<file path="config.mk">
export PLATFORM = sky130hd
export DESIGN_NAME = pwm_capture
export DESIGN_NICKNAME = d
export VERILOG_FILES = /design/src/rtl/pwm_capture.sv
export SDC_FILE = /design/constraint.sdc
export NUM_CORES = 1
export LEC_CHECK = 0
export ABC_AREA = 1
export BUFFER_PORTS_ARGS = -buffer_cell sky130_fd_sc_hd__buf_4
export CELL_PAD_IN_SITES_DETAIL_PLACEMENT = 1
export CELL_PAD_IN_SITES_GLOBAL_PLACEMENT = 2
export CORE_MARGIN = 1
export CORE_UTILIZATION = 37
export DETAILED_ROUTE_END_ITERATION = 10
export PLACE_DENSITY_LB_ADDON = 0.1
export SYNTH_ARGS = -nofsm -noshare
export SYNTH_HDL_FRONTEND = slang
export SYNTH_SLANG_ARGS = --single-unit
</file>
<file path="constraint.sdc">
create_clock -name clk -period 3 [get_ports clk]
set_clock_uncertainty 0.05 [all_clocks]
set_input_delay 0 -clock clk [delete_from_list [all_inputs] [get_ports clk]]
set_output_delay 0 -clock clk [all_outputs]
set_load 0.1 [all_outputs]
</file>
<file path="src/rtl/pwm_capture.sv">
// Recovers the 8-bit duty code from a 256-cycle-framed PWM input.
// Static lines (codes 0x00/0xFF) are reported by an edge-free timeout.
module pwm_capture #(
    parameter int SYNC_STAGES = 2,
    parameter int TIMEOUT     = 512
) (
    input  logic       clk,
    input  logic       rst_n,
    input  logic       pwm_in,
    output logic [7:0] pulse_width,
    output logic       valid,
    output logic       error,
    output logic       locked
);

    typedef enum logic [1:0] {
        SYNC,
        HIGH,
        LOW
    } state_t;

    localparam logic [15:0] IDLE_LAST = 16'(TIMEOUT - 1);
    localparam logic [8:0]  CNT_MAX   = '1;

    state_t                 state;
    logic [SYNC_STAGES-1:0] sync_q;
    logic                   pwm_d;
    logic [8:0]             high_cnt;
    logic [8:0]             low_cnt;
    logic [15:0]            idle_cnt;

    logic       pwm_s;
    logic       rise;
    logic       fall;
    logic       timeout_hit;
    logic [9:0] frame_sum;
    logic       frame_ok;
    logic [7:0] decoded;

    always_comb begin
        pwm_s       = sync_q[SYNC_STAGES-1];
        rise        = pwm_s & ~pwm_d;
        fall        = ~pwm_s & pwm_d;
        timeout_hit = (idle_cnt == IDLE_LAST) && !(rise || fall);
        // Counters saturate at 511, so a 10-bit sum can never wrap into 256.
        frame_sum   = {1'b0, high_cnt} + {1'b0, low_cnt};
        frame_ok    = (frame_sum == 10'd256) && (high_cnt >= 9'd2) && (high_cnt <= 9'd255);
        decoded     = 8'(high_cnt - 9'd1);
    end

    always_ff @(posedge clk or negedge rst_n) begin
        if (!rst_n) begin
            state       <= SYNC;
            sync_q      <= '0;
            pwm_d       <= 1'b0;
            high_cnt    <= '0;
            low_cnt     <= '0;
            idle_cnt    <= '0;
            pulse_width <= '0;
            valid       <= 1'b0;
            error       <= 1'b0;
            locked      <= 1'b0;
        end else begin
            sync_q <= {sync_q[SYNC_STAGES-2:0], pwm_in};
            pwm_d  <= pwm_s;
            valid  <= 1'b0;
            error  <= 1'b0;

            if (rise || fall || timeout_hit) begin
                idle_cnt <= '0;
            end else begin
                idle_cnt <= idle_cnt + 16'd1;
            end

            if (timeout_hit) begin
                state       <= SYNC;
                pulse_width <= pwm_s ? 8'hFF : 8'h00;
                valid       <= 1'b1;
                locked      <= 1'b1;
            end else begin
                case (state)
                    SYNC: begin
                        if (rise) begin
                            state    <= HIGH;
                            high_cnt <= 9'd1;
                        end
                    end
                    HIGH: begin
                        if (fall) begin
                            state   <= LOW;
                            low_cnt <= 9'd1;
                        end else if (high_cnt != CNT_MAX) begin
                            high_cnt <= high_cnt + 9'd1;
                        end
                    end
                    LOW: begin
                        if (rise) begin
                            if (frame_ok) begin
                                pulse_width <= decoded;
                                valid       <= 1'b1;
                                locked      <= 1'b1;
                            end else begin
                                error  <= 1'b1;
                                locked <= 1'b0;
                            end
                            state    <= HIGH;
                            high_cnt <= 9'd1;
                        end else if (low_cnt != CNT_MAX) begin
                            low_cnt <= low_cnt + 9'd1;
                        end
                    end
                    default: state <= SYNC;
                endcase
            end
        end
    end

endmodule
</file>
==> results.yml <==
outcome:
  status: "finished, final reports clean"
sta:
  post-route-min-period_ps: 2540
  relSlewSlack: 0.558
  rsz0062_at_grt: "no"
  setup_viol_count_final: 0
  period_share: 0.847
  whs_ps: 218
  hold_violations: 0
  drv_slew: 0
  fmax_ghz: 0.393
  fin_ws_ps: 458
  worstMarginPinSlew_ps: 663
  finalSetupTns_ps: 0
clock_network:
  post-cts-setup-buffers: 0
  worstSkewPairLatency_ps: 310
  htreeDepth: 2
  cts_root_buf: "clkbuf_8"
  numCtsBuffers: 5
  clock_sinks: 50
  cts_buffer_depth: 2
  clk_pin_slew_ps: 100
  cts_tree: "done"
synthesis:
  synth_cell_types: 39
  ys_seq_area_frac: 0.383
  yosysWarnings: 0
  synth_top_cells_by_area: "dfrtp_1 (38%), nand2_1 (13%), ha_1 (7.3%)"
  synth_top_area_cell: "dfrtp_1"
  synth_seq_cells: 50
  synth-edff-count: 0
  synth_flop_cell: "dfrtp_1"
  syn_inst: 426
  synth_area_per_cell_um2: 7.67
  async_flop_share: 1.00
  synth_top_area_frac: 0.383
  syn_area_um2: 3270
  synthesis.nets: 449
layout:
  final-seq-area_um2: 1250
  final_common_cell: "nand2_1"
  multi_input_area_um2: 1770
  fin_util: 0.427
  fillers: 1078
  diodes: 0
  drive_above_1_share: 0.113
  final_nets: 466
  layout_common_cells: "nand2_1 (109), inv_1 (51), nor2_1 (51), dfrtp_1 (50), nand3_1 (38)"
  syn2layout_area_growth_pct: 9.42
drt:
  via_count: 2782
  dr.pass1.iters: 4
  ant_nets: 0
  via_per_inst: 5.07
  drt_iter0_markers: 128
  wl_per_cell_um: 14.8
  drc: 0
  wirelength_um: 8150
setup_path:
  crit_path_end_kind: "flip-flop"
  cp.required_ps: 3200
  startpoint_type: "flip-flop"
  worstSetupPathType: "flip-flop to flip-flop"
  critPathMaxFanout: 10
  arrival_ps: 2740
floorplan:
  ioPinCount: 14
  dieArea_um2: 9210
  core.rowCount: 33
  core-area_um2: 8380
  initial_core_util: 0.390
  die_x_um: 96.0
  die_h_um: 96.0
placement:
  gp_congestion: 0.782
  port_buffers: 13
  dp_slack_ps: 449
  dp_hpwl_um: 6230
global_route:
  grt_first_pass_wirelength_um: 13800
  grt_max_degree: 51
  grt_usage: 0.196
  grt_remaining_overflow: 0
  antenna_found_initial: 0
  grt_pass1_vias: 2853
power:
  leakagePower_nw: 1.81
  p_per_area_nw_per_um2: 546
  totalPowerFinal_w: 0.00195
  ir_drop_v: 0.000239
job:
  maxCapViolCount: 0
min_path:
  hp-class: "primary input to asynchronous set/reset pin"
[power breakdown]
| part | internal [W] | leakage, nW | switching [W] |
|---|---|---|---|
| clock | 0.000191 | 0.0489 | 0.000245 |
| combinational | 0.000237 | 1.08 | 0.000465 |
| sequential | 0.000725 | 0.679 | 0.0000903 |
[worst paths after layout]
path                       slack [ps]         from              to  cells after the start
min                               220        rst_n      low_cnt[0]                      2
max reg2reg                       460  high_cnt[0]  pulse_width[2]                     13
min in group clk                  290       pwm_in       sync_q[0]                      2
max in group asynchronous        2240        rst_n        state[1]                      2
max                               460  high_cnt[0]  pulse_width[2]                     13
min reg2reg                       310    sync_q[0]       sync_q[1]                      0
[logic make-up (layout without fill, tap and decap cells)]
family	count (synthesis)	after routing	synth area share
adders and majority gates	20	20	0.0789
DFF	50	50	0.383
xor gates and xnor gates	10	10	0.0268
and+or+nand+nor	245	245	0.352
AOI/OAI and AO/OA	41	41	0.0831
buffers and inverters	60	78	0.0766
[per-layer routing]
metal / global-route usage / vias up / part of all wire
li1: - / 1407 / -
met1: 0.267 / 1348 / 0.51
met2: 0.328 / 21 / 0.47
met3: 0.0269 / 6 / 0.015
met4: 0.0485 / 0 / 0.0096
met5: 0 / - / 0
[repair_timing]
item,4_1_cts,5_1_grt
endpoints found under the hold margin,51,0
hold buffers,2,0
gates resized for setup,0,0
[Yosys cell counts (all sizes together), types with 2 or more instances]
cell / count
nand3: 42
nand4: 10
buf: 4
nand3b: 2
xor2: 9
inv: 55
ha: 19
or2: 2
nor4: 2
dfrtp: 50
nand2: 115
a21oi: 8
nor2: 55
nor3b: 5
nor3: 12
o21ai: 27
[flip-flops by register name, indices dropped and copies added (netlist names)]
signal	cells
state	2
pulse_width	8
low_cnt	9
high_cnt	9
pwm_d	1
idle_cnt	16
error	1
locked	1
sync_q	2
valid	1
[stage by stage]
step | cell area [um^2] | std cells
finish | 3580 | 549
global route | 3580 | 549
CTS | 3580 | 549
detailed placement | 3460 | 539
global placement | 3460 | 539
floorplan | 3270 | 426
[critical path, stage by stage, from the launching register on]
cell and delay (ps):
dfrtp_1 480, ha_1 290, fa_1 440, nand3_1 130, nand2_1 90, nand2_1 90, nand2_1 50, nand2_1 60
nand2_1 40, nor2_1 250, nand3_4 200, nand2_4 160, nand2_1 70, nand2_1 60
[final cells by class]
cell class / count / area share
timing repair buffer: 15 / 0.0329
tap: 105 / 0.0367
multi-input combinational: 316 / 0.494
inverter: 55 / 0.0598
clock buffer: 7 / 0.0241
clock inverter: 1 / 0.00245
sequential: 50 / 0.350
No activity file was read; power rests on OpenSTA's default activity.
